**src/rtl/cpu_ctrl_pkg.sv**
```systemverilog
// Shared CPU control definitions: ALU control codes and multiplier FSM states.
// Latency: n/a (types and constants only).
// Backpressure: n/a.
// Contents: alu_ctrl_e (4-bit ALU control codes, SMUL=13), mul_state_e (2-bit),
//           multiplier width constants.
package cpu_ctrl_pkg;

   // ALU control codes produced by the ALU control stage
   typedef enum logic [3:0] {
      ALU_AND  = 4'd0,
      ALU_OR   = 4'd1,
      ALU_ADD  = 4'd2,
      ALU_XOR  = 4'd3,
      ALU_SLL  = 4'd4,
      ALU_SRL  = 4'd5,
      ALU_SUB  = 4'd6,
      ALU_SLT  = 4'd7,
      ALU_SRA  = 4'd8,
      ALU_SMUL = 4'd13
   } alu_ctrl_e;

   // Sequential multiplier states
   typedef enum logic [1:0] {
      ST_IDLE = 2'd0,
      ST_RUN  = 2'd1,
      ST_DONE = 2'd2
   } mul_state_e;

   localparam int MUL_W = 32;
   // Accumulator carries one guard bit so that subtracting -2^31 cannot overflow
   localparam int ACC_W = MUL_W + 1;
   localparam logic [5:0] ITER_LAST = 6'd31;

endpackage

```
**src/rtl/booth_step.sv**
```systemverilog
// One combinational radix-2 Booth step: recode {mplier[0], q_m1}, add/sub/none, arithmetic shift right.
// Latency: combinational, zero cycles.
// Backpressure: none; purely combinational, holds no state.
// Ports: acc/mplier/q_m1 = current partial-product state, mcand = sign-extended multiplicand,
//        acc_nxt/mplier_nxt/q_m1_nxt = state after this step.
module booth_step
   import cpu_ctrl_pkg::*;
(
   input  logic [ACC_W-1:0] acc,
   input  logic [MUL_W-1:0] mplier,
   input  logic             q_m1,
   input  logic [ACC_W-1:0] mcand,
   output logic [ACC_W-1:0] acc_nxt,
   output logic [MUL_W-1:0] mplier_nxt,
   output logic             q_m1_nxt
);

   logic [ACC_W-1:0] sum;

   always_comb begin
      sum = acc;
      case ({mplier[0], q_m1})
         2'b01:   sum = acc + mcand;  // end of a run of ones
         2'b10:   sum = acc - mcand;  // start of a run of ones
         default: sum = acc;
      endcase
      // Arithmetic shift right of the concatenation {sum, mplier, q_m1}
      acc_nxt    = {sum[ACC_W-1], sum[ACC_W-1:1]};
      mplier_nxt = {sum[0], mplier[MUL_W-1:1]};
      q_m1_nxt   = mplier[0];
   end

endmodule

```
**src/rtl/mul_seq_unit.sv**
```systemverilog
// Sequential signed 32x32 multiplier (radix-2 Booth, one step per cycle), low 32 bits of product.
// Latency: start accepted in cycle N -> RUN N+1..N+32 -> DONE (done_o, result_o) in N+33.
// Backpressure: busy_o stalls the pipeline during RUN; start_i is ignored while running.
// Ports: clk_i, rst_i (sync, active-high), start_i, ALUCtrl_i (acts on SMUL only), src1_i, src2_i,
//        result_o (held until next DONE), busy_o (RUN only), done_o (one-cycle pulse in DONE).
// Build option: MUL_ZERO_SKIP_EN -- a zero operand goes straight to DONE in N+1 with result 0.
module mul_seq_unit
   import cpu_ctrl_pkg::*;
(
   input  logic             clk_i,
   input  logic             rst_i,
   input  logic             start_i,
   input  logic [3:0]       ALUCtrl_i,
   input  logic [MUL_W-1:0] src1_i,
   input  logic [MUL_W-1:0] src2_i,
   output logic [MUL_W-1:0] result_o,
   output logic             busy_o,
   output logic             done_o
);

   mul_state_e       state;
   logic [5:0]       cnt;
   logic [ACC_W-1:0] acc;
   logic [ACC_W-1:0] mcand;
   logic [MUL_W-1:0] mplier;
   logic             q_m1;

   logic [ACC_W-1:0] acc_step;
   logic [MUL_W-1:0] mplier_step;
   logic             q_m1_step;

   logic start_ok;
   logic zero_skip;

   booth_step u_booth_step (
      .acc        (acc),
      .mplier     (mplier),
      .q_m1       (q_m1),
      .mcand      (mcand),
      .acc_nxt    (acc_step),
      .mplier_nxt (mplier_step),
      .q_m1_nxt   (q_m1_step)
   );

   assign start_ok = start_i && (ALUCtrl_i == ALU_SMUL) &&
                     ((state == ST_IDLE) || (state == ST_DONE));

`ifdef MUL_ZERO_SKIP_EN
   assign zero_skip = (src1_i == '0) || (src2_i == '0);
`else
   assign zero_skip = 1'b0;
`endif

   always_ff @(posedge clk_i) begin
      if (rst_i) begin
         state    <= ST_IDLE;
         cnt      <= '0;
         acc      <= '0;
         mcand    <= '0;
         mplier   <= '0;
         q_m1     <= 1'b0;
         result_o <= '0;
         busy_o   <= 1'b0;
         done_o   <= 1'b0;
      end else begin
         case (state)
            ST_IDLE, ST_DONE: begin
               done_o <= 1'b0;
               busy_o <= 1'b0;
               if (start_ok) begin
                  if (zero_skip) begin
                     state    <= ST_DONE;
                     result_o <= '0;
                     done_o   <= 1'b1;
                  end else begin
                     state  <= ST_RUN;
                     busy_o <= 1'b1;
                     cnt    <= '0;
                     acc    <= '0;
                     mcand  <= {src1_i[MUL_W-1], src1_i};
                     mplier <= src2_i;
                     q_m1   <= 1'b0;
                  end
               end else begin
                  state <= ST_IDLE;
               end
            end
            ST_RUN: begin
               acc    <= acc_step;
               mplier <= mplier_step;
               q_m1   <= q_m1_step;
               if (cnt == ITER_LAST) begin
                  // After the last shift the low product half sits in the multiplier register
                  state    <= ST_DONE;
                  busy_o   <= 1'b0;
                  done_o   <= 1'b1;
                  result_o <= mplier_step;
               end else begin
                  cnt <= cnt + 6'd1;
               end
            end
            default: begin
               state  <= ST_IDLE;
               busy_o <= 1'b0;
               done_o <= 1'b0;
            end
         endcase
      end
   end

endmodule

```
**config.mk**
```make
export PLATFORM = sky130hd
export DESIGN_NAME = mul_seq_unit
export DESIGN_NICKNAME = d
export VERILOG_FILES = /design/src/rtl/cpu_ctrl_pkg.sv /design/src/rtl/booth_step.sv /design/src/rtl/mul_seq_unit.sv
export SDC_FILE = /design/constraint.sdc
export NUM_CORES = 1
export LEC_CHECK = 0
export ABC_AREA = 0
export CAP_MARGIN = 10
export CORE_MARGIN = 5
export CORE_UTILIZATION = 40
export DETAILED_ROUTE_END_ITERATION = 8
export GPL_TIMING_DRIVEN = 0
export REMOVE_ABC_BUFFERS = 1
export SYNTH_ARGS = -nofsm -noshare
export SYNTH_HDL_FRONTEND = slang
export SYNTH_HIERARCHICAL = 1
export SYNTH_SLANG_ARGS = --single-unit
export TNS_END_PERCENT = 20
```
**constraint.sdc**
```tcl
create_clock -name clk_i -period 5.95 [get_ports clk_i]
set_clock_uncertainty 0.2 [all_clocks]
set_input_delay 1.785 -clock clk_i [delete_from_list [all_inputs] [get_ports clk_i]]
set_output_delay 1.785 -clock clk_i [all_outputs]
set_load 0.03 [all_outputs]
```
## After elaboration in Yosys (flattened, before gate mapping)

Index checks and enable logic that the tools add are counted.

| storage, ports and cells | value |
|---|---|
| register bits after elaboration | 140 |
| input port bits | 71 |
| logic and storage cells | 49 |
| output and inout port bits | 34 |

| cells by class | value |
|---|---|
| bitwise operators | 1 |
| reduce and logical (&&, ||, !) cells | 11 |
| mux-type cells | 16 |
| add/sub/neg operators | 3 |
| eq/ne operators | 9 |

Operators with widths:

| cell | count |
|---|---|
| $pmux W33 S2 | 2 |
| $pmux W32 S2 | 1 |
| $add A33 B33 Y33 | 1 |
| $mux W33 | 1 |
| $sub A33 B33 Y33 | 1 |
| $mux W32 | 1 |
| $mux W6 | 2 |
| $pmux W6 S2 | 1 |
| $add A6 B1 Y6 const B | 1 |
| $eq A6 B5 Y1 const B | 1 |
| $ne A2 B2 Y1 const B | 3 |
| $reduce_and A2 Y1 | 3 |
| $eq A2 B1 Y1 const B | 2 |
| $eq A2 B2 Y1 const B | 2 |
| $eq A4 B4 Y1 const B | 1 |
| $mux W1 | 4 |
| $pmux W1 S2 | 2 |
| $pmux W2 S2 | 1 |
| $reduce_or A2 Y1 | 2 |
| $reduce_and A3 Y1 | 1 |
| $logic_and A1 B1 Y1 | 2 |
| $logic_not A2 Y1 | 1 |
| $mux W2 | 1 |
| $reduce_bool A2 Y1 | 1 |
| 2 further kinds | 2 |

## Longest topological paths before layout

| depth | value |
|---|---|
| depth in word-level cells | 5 |
| depth in mapped cells | 20 |
| gate-level depth less buffers | 18 |

## Hierarchy

Netlist, hierarchy kept.

By module, submodules not included:

| module | area an instance (µm²) | seq. area each (µm²) | times used | cells an instance |
|---|---|---|---|---|
| mul_seq_unit | 5203.7 | 2802.7 | 1 | 663 |
| booth_step | 3323.2 | 0.0 | 1 | 500 |

## Least setup slack after synthesis

OpenSTA, ideal clock, no wires.

| timing path | value |
|---|---|
| path kind | register to register |
| from | reg mcand[3] |
| to | reg acc[32] |
| setup time | 0.070 ns |
| buffers on the path | 1 |
| slack | 1.931 ns |
| period minus slack after synthesis | 4.019 ns |
| arrival | 3.749 ns |
| required time | 5.680 ns |
| stages on the path, launching flop included | 19 |
| cell sequence | dfxtp_1 -> nor4_1 -> nand3_1 -> nor2_1 -> nand2_1 -> nor4_1 -> nor2_1 -> xnor2_1 -> ha_1 -> nand2_1 -> nor3_1 -> nand2_1 -> a211oi_1 -> nor3_2 -> a221o_1 -> a2111oi_2 -> buf_4 -> nand2_1 -> a21oi_1 |

| on the way | value |
|---|---|
| longest elaborated chain between the ends | 3 |
| elaborated cells on any way between the ends | 4 |
| those cells by class | add/sub (2); mux (2) |

RTL lines:

| element | RTL line | text |
|---|---|---|
| from (decl) | mul_seq_unit.sv:24 | `logic [ACC_W-1:0] mcand;` |
| from (signal assigned) | mul_seq_unit.sv:80 | `mcand <= {src1_i[MUL_W-1], src1_i};` |
| $sub A33 B33 Y33 or $add A33 B33 Y33 (tied branches) | booth_step.sv:24, booth_step.sv:23 |  |
| $pmux W33 S2 (*) | booth_step.sv:22 | `case ({mplier[0], q_m1})` |
| named net acc_step[31] | mul_seq_unit.sv:28 | `logic [ACC_W-1:0] acc_step;` |
| $pmux W33 S2 (*) | mul_seq_unit.sv:66 | `case (state)` |
| to (signal assigned) | mul_seq_unit.sv:89 | `acc <= acc_step;` |
| to (decl) | mul_seq_unit.sv:23 | `logic [ACC_W-1:0] acc;` |

Mark *: on every way through the listed nets, which the timed path passes. The rest lies on a longest branch.
A chain may end at the register's enable or synchronous reset.

## Final worst setup path

| timing path | value |
|---|---|
| from | reg mcand[2] |
| to | reg acc[31] |

Same word-level chain as after synthesis.

==> flow_metrics.tcl <==
set metrics [dict create \
    synth_cells 1163 \
    synth_area_per_cell_um2 7.33 \
    cts_inserted_buffers 17 \
    worst-r2r-cell-count 17 \
    path_class "flip-flop to flip-flop" \
    synth_top_family_by_area "simple AND/OR/NAND/NOR gates" \
    cts_buffer_depth 2 \
    outcome "finished clean" \
    max-slew-margin-rel 0.336 \
    rows 53 \
    initial_core_util 0.406 \
    worstPathArrival_ns 5.31 \
    drc_errors 0 \
    postCtsHoldBufs 0 \
    clk_latency_ns 0.43 \
    synth-main-ff-cell "dfxtp_1" \
    layout_min_cycle_time_ns 5.17 \
    finalPower_w 0.00252 \
    crit_slowest_cell "nor4_1" \
    synth_edf_count 0 \
    yosys.area_share.xor_xnor 0.0572 \
    crit_path_start_kind "flip-flop" \
    dieHeight_um 156 \
    dp_slack_ns 0.890 \
    seqPwrFrac 0.380 \
    switching_power_w 0.000782 \
    dp_hpwl_um 15800 \
    path_cells "nor4_1 -> nand3_1 -> nor2_1 -> nand2_1 -> nor4_1 -> nor2_1 -> xnor2_1 -> ha_1 -> nand2_1 -> nor3_1 -> nand2_1 -> a211oi_1 -> nor3_2 -> a221o_1 -> a2111oi_2 -> nand2_1 -> a21oi_1" \
    fin_cells 1477 \
    cellPowerDensity_nw_per_um2 249 \
    ys_seq_area_frac 0.329 \
    wl_per_cell_um 15.4 \
    synth_mux_area_frac 0.00866 \
    netlist_top_cells_area "dfxtp_1 (33%), nand2_1 (12%), a21oi_1 (9.0%)" \
    area_delta_synth_final_pct 19.0 \
    yosysWarningCount 6 \
    fmax_mhz 194 \
    p_comb_frac 0.202 \
    root_buffer "clkbuf_16" \
    n_antenna_cell 0 \
    place_congestion 0.843 \
    rsz0062_at_grt "false" \
    dpl.cell_count 1445 \
    postLayoutCoreUtil 0.483 \
    grt_overflow 0 \
    fillerInstances 2149 \
    hold_viol_final 0 \
    pin_count 105 \
    final.setup.worst_slack_ns 0.784 \
    fin_crit_sh 0.868 \
    swShare 0.310 \
    grt_use_total 0.185 \
    clock_power_share 0.417 \
    hp-class "flip-flop to flip-flop" \
    ant_nets 0 \
    antenna_found_initial 2 \
    cts_tree "built" \
    cp-end-kind "flip-flop" \
    htree_levels 4 \
    first_iter_violations 414 \
    syn_area_um2 8530 \
    cpMostUsedCell "nand2_1" \
    grt_pass1_wl_um 37400 \
    numPortBuffers 104 \
    grt_pass1_vias 7500 \
    ir_drop_mv 0.203 \
    vias_per_cell 5.38 \
    ys_seq_elements 140 \
    synth-compound-area-share 0.223 \
    synthAdderAreaFrac 0.0537 \
    timing.reg2reg.setup_slack_ns 0.78 \
    yosys.area.top_type_share 0.329 \
    worst_slew_pin_slew_ns 0.996 \
    dieArea_um2 24300 \
    wl_um 22800 \
    cts.sinks 140 \
    cap_violations 0 \
    holdPathEnd "result_o[0]" \
    fp.coreArea_um2 21000 \
    synth_top_area_cell "dfxtp_1" \
    detail_route.first_pass.iterations 6 \
    vias 7942 \
    final-max-slew-violation-count 0 \
    clkSlewWorstSetupHoldPaths_ns 0.07 \
    hp-start "result_o[0]" \
    setup_viol_count_final 0 \
    p_int_w 0.00174 \
    p_leak_nw 3.61 \
    worst_path_largest_cell_delay_ns 0.63 \
    path_max_fanout 7 \
    r2r_end "acc[31]" \
    die_x_um 156 \
    ys_async_sr_fraction 0 \
    yosys.cell_types.count 68 \
    r2r_start "mcand[2]" \
    grt_max_degree 109 \
    synthSimpleGateAreaFrac 0.254 \
    post_cts_buffers 0 \
    hold_path_depth 2 \
    critical_path_required_ns 6.10 \
    layout.nets 1296 \
    cts_resized 0 \
    drive_above_1_share 0.0649 \
]
-- how the worst max path moves through the flow --
stage	startpoint	end	slack, ns
floorplan	ALUCtrl_i[1]	mplier[0]	-1.30
global placement	ALUCtrl_i[1]	mcand[15]	-5.65
detailed placement	mcand[2]	acc[32]	0.89
CTS	mcand[2]	acc[31]	0.85
global route	mcand[2]	acc[31]	0.45
finish	mcand[2]	acc[31]	0.78
-- state kept, by name, indices dropped and copies added (netlist names) --
signal	flops
done_o	1
mcand	32
mplier	32
busy_o	1
result_o	32
q_m1	1
state	2
acc	33
cnt	6
-- metrics by stage --
step | instance area (um^2) | setup TNS [ns] | hold WS, ns
floorplan | 7960 | -80.40 | 0.239
CTS | 10100 | 0 | 0.257
finish | 10100 | 0 | 0.257
global route | 10100 | 0 | 0.279
detailed placement | 9560 | 0 | 0.248
global placement | 9350 | -391.29 | 0.240
-- area by class of cell --
class / count / area (um^2) / share of cell area
multi-input cells: 892 / 5120 / 0.504
clock inverters: 14 / 145 / 0.0143
repair buffers: 117 / 1220 / 0.120
flip-flops and latches: 140 / 2800 / 0.276
well taps: 275 / 344 / 0.0339
clock buffers: 18 / 439 / 0.0433
inverters: 21 / 78.8 / 0.00777
-- layout by cell type (no fill, tap or decap), types with 8 or more instances in the layout --
cell / netlist / final
a21o_1: 15 / 15
ha_1: 35 / 34
inv_1: 19 / 19
xnor2_1: 43 / 43
nand2_1: 283 / 283
a31oi_1: 12 / 12
o21ai_0: 42 / 42
nor2_1: 83 / 83
clkbuf_16: 0 / 17
a311oi_1: 35 / 35
nand3_1: 51 / 50
clkdlybuf4s50_1: 0 / 103
a211oi_1: 8 / 8
nor3_1: 15 / 14
a21oi_1: 154 / 154
xor2_1: 9 / 9
dfxtp_1: 140 / 140
-- cells by family (layout without fill, tap and decap cells) --
family | after synthesis | count (layout)
AND/OR/NAND/NOR | 489 | 489
flip-flops | 140 | 140
adder cells (fa/ha/maj) | 36 | 36
buffers and inverters | 131 | 170
AO/OA/AOI/OAI | 306 | 306
XOR/XNOR | 54 | 54
multiplexers | 7 | 7
-- worst max-delay path, delay by kind of cell (launching register included) --
family          cells  cell delay [ns]
fa+ha+maj           1             0.36
compound gates      4             1.54
xor+xnor            1             0.19
simple gates       11             2.42
flops               1             0.36
-- cell usage after synthesis, types with 3 or more instances --
| cell type | n |
|---|---|
| a211oi_1 | 8 |
| a21o_1 | 15 |
| a21oi_1 | 154 |
| a311oi_1 | 35 |
| a31oi_1 | 12 |
| and2_2 | 3 |
| and3_1 | 4 |
| buf_2 | 17 |
| buf_4 | 34 |
| clkbuf_1 | 55 |
| dfxtp_1 | 140 |
| ha_1 | 35 |
| inv_1 | 19 |
| mux2_2 | 3 |
| mux2i_1 | 4 |
| nand2_1 | 283 |
| nand2b_1 | 8 |
| nand3_1 | 51 |
| nand4_1 | 7 |
| nor2_1 | 83 |
| nor2b_1 | 6 |
| nor3_1 | 15 |
| nor4_1 | 8 |
| nor4_4 | 3 |
| o211ai_1 | 6 |
| o21a_1 | 3 |
| o21ai_0 | 42 |
| o21bai_1 | 5 |
| or3_1 | 4 |
| xnor2_1 | 43 |
| xor2_1 | 9 |
-- metal layers --
metal / wire length [um] / vias to the layer above / global-route usage
met4: 294 / 4 / 0.0442
met1: 10600 / 3695 / 0.240
met2: 10700 / 146 / 0.307
met5: 21 / - / 0
met3: 1150 / 28 / 0.0508
li1: - / 4069 / -
-- power by group through the flow --
stage | Combinational (W) | Sequential (W) | Clock (W)
2_1_floorplan | 0.000351 | 0.000978 | 0
3_5_place_dp | 0.000503 | 0.000981 | 0
6_report | 0.000510 | 0.000960 | 0.00105
4_1_cts | 0.000506 | 0.000960 | 0.00108
3_3_place_gp | 0.000498 | 0.000981 | 0
5_1_grt | 0.000562 | 0.000961 | 0.00112
(Power assumes the default switching activity.)
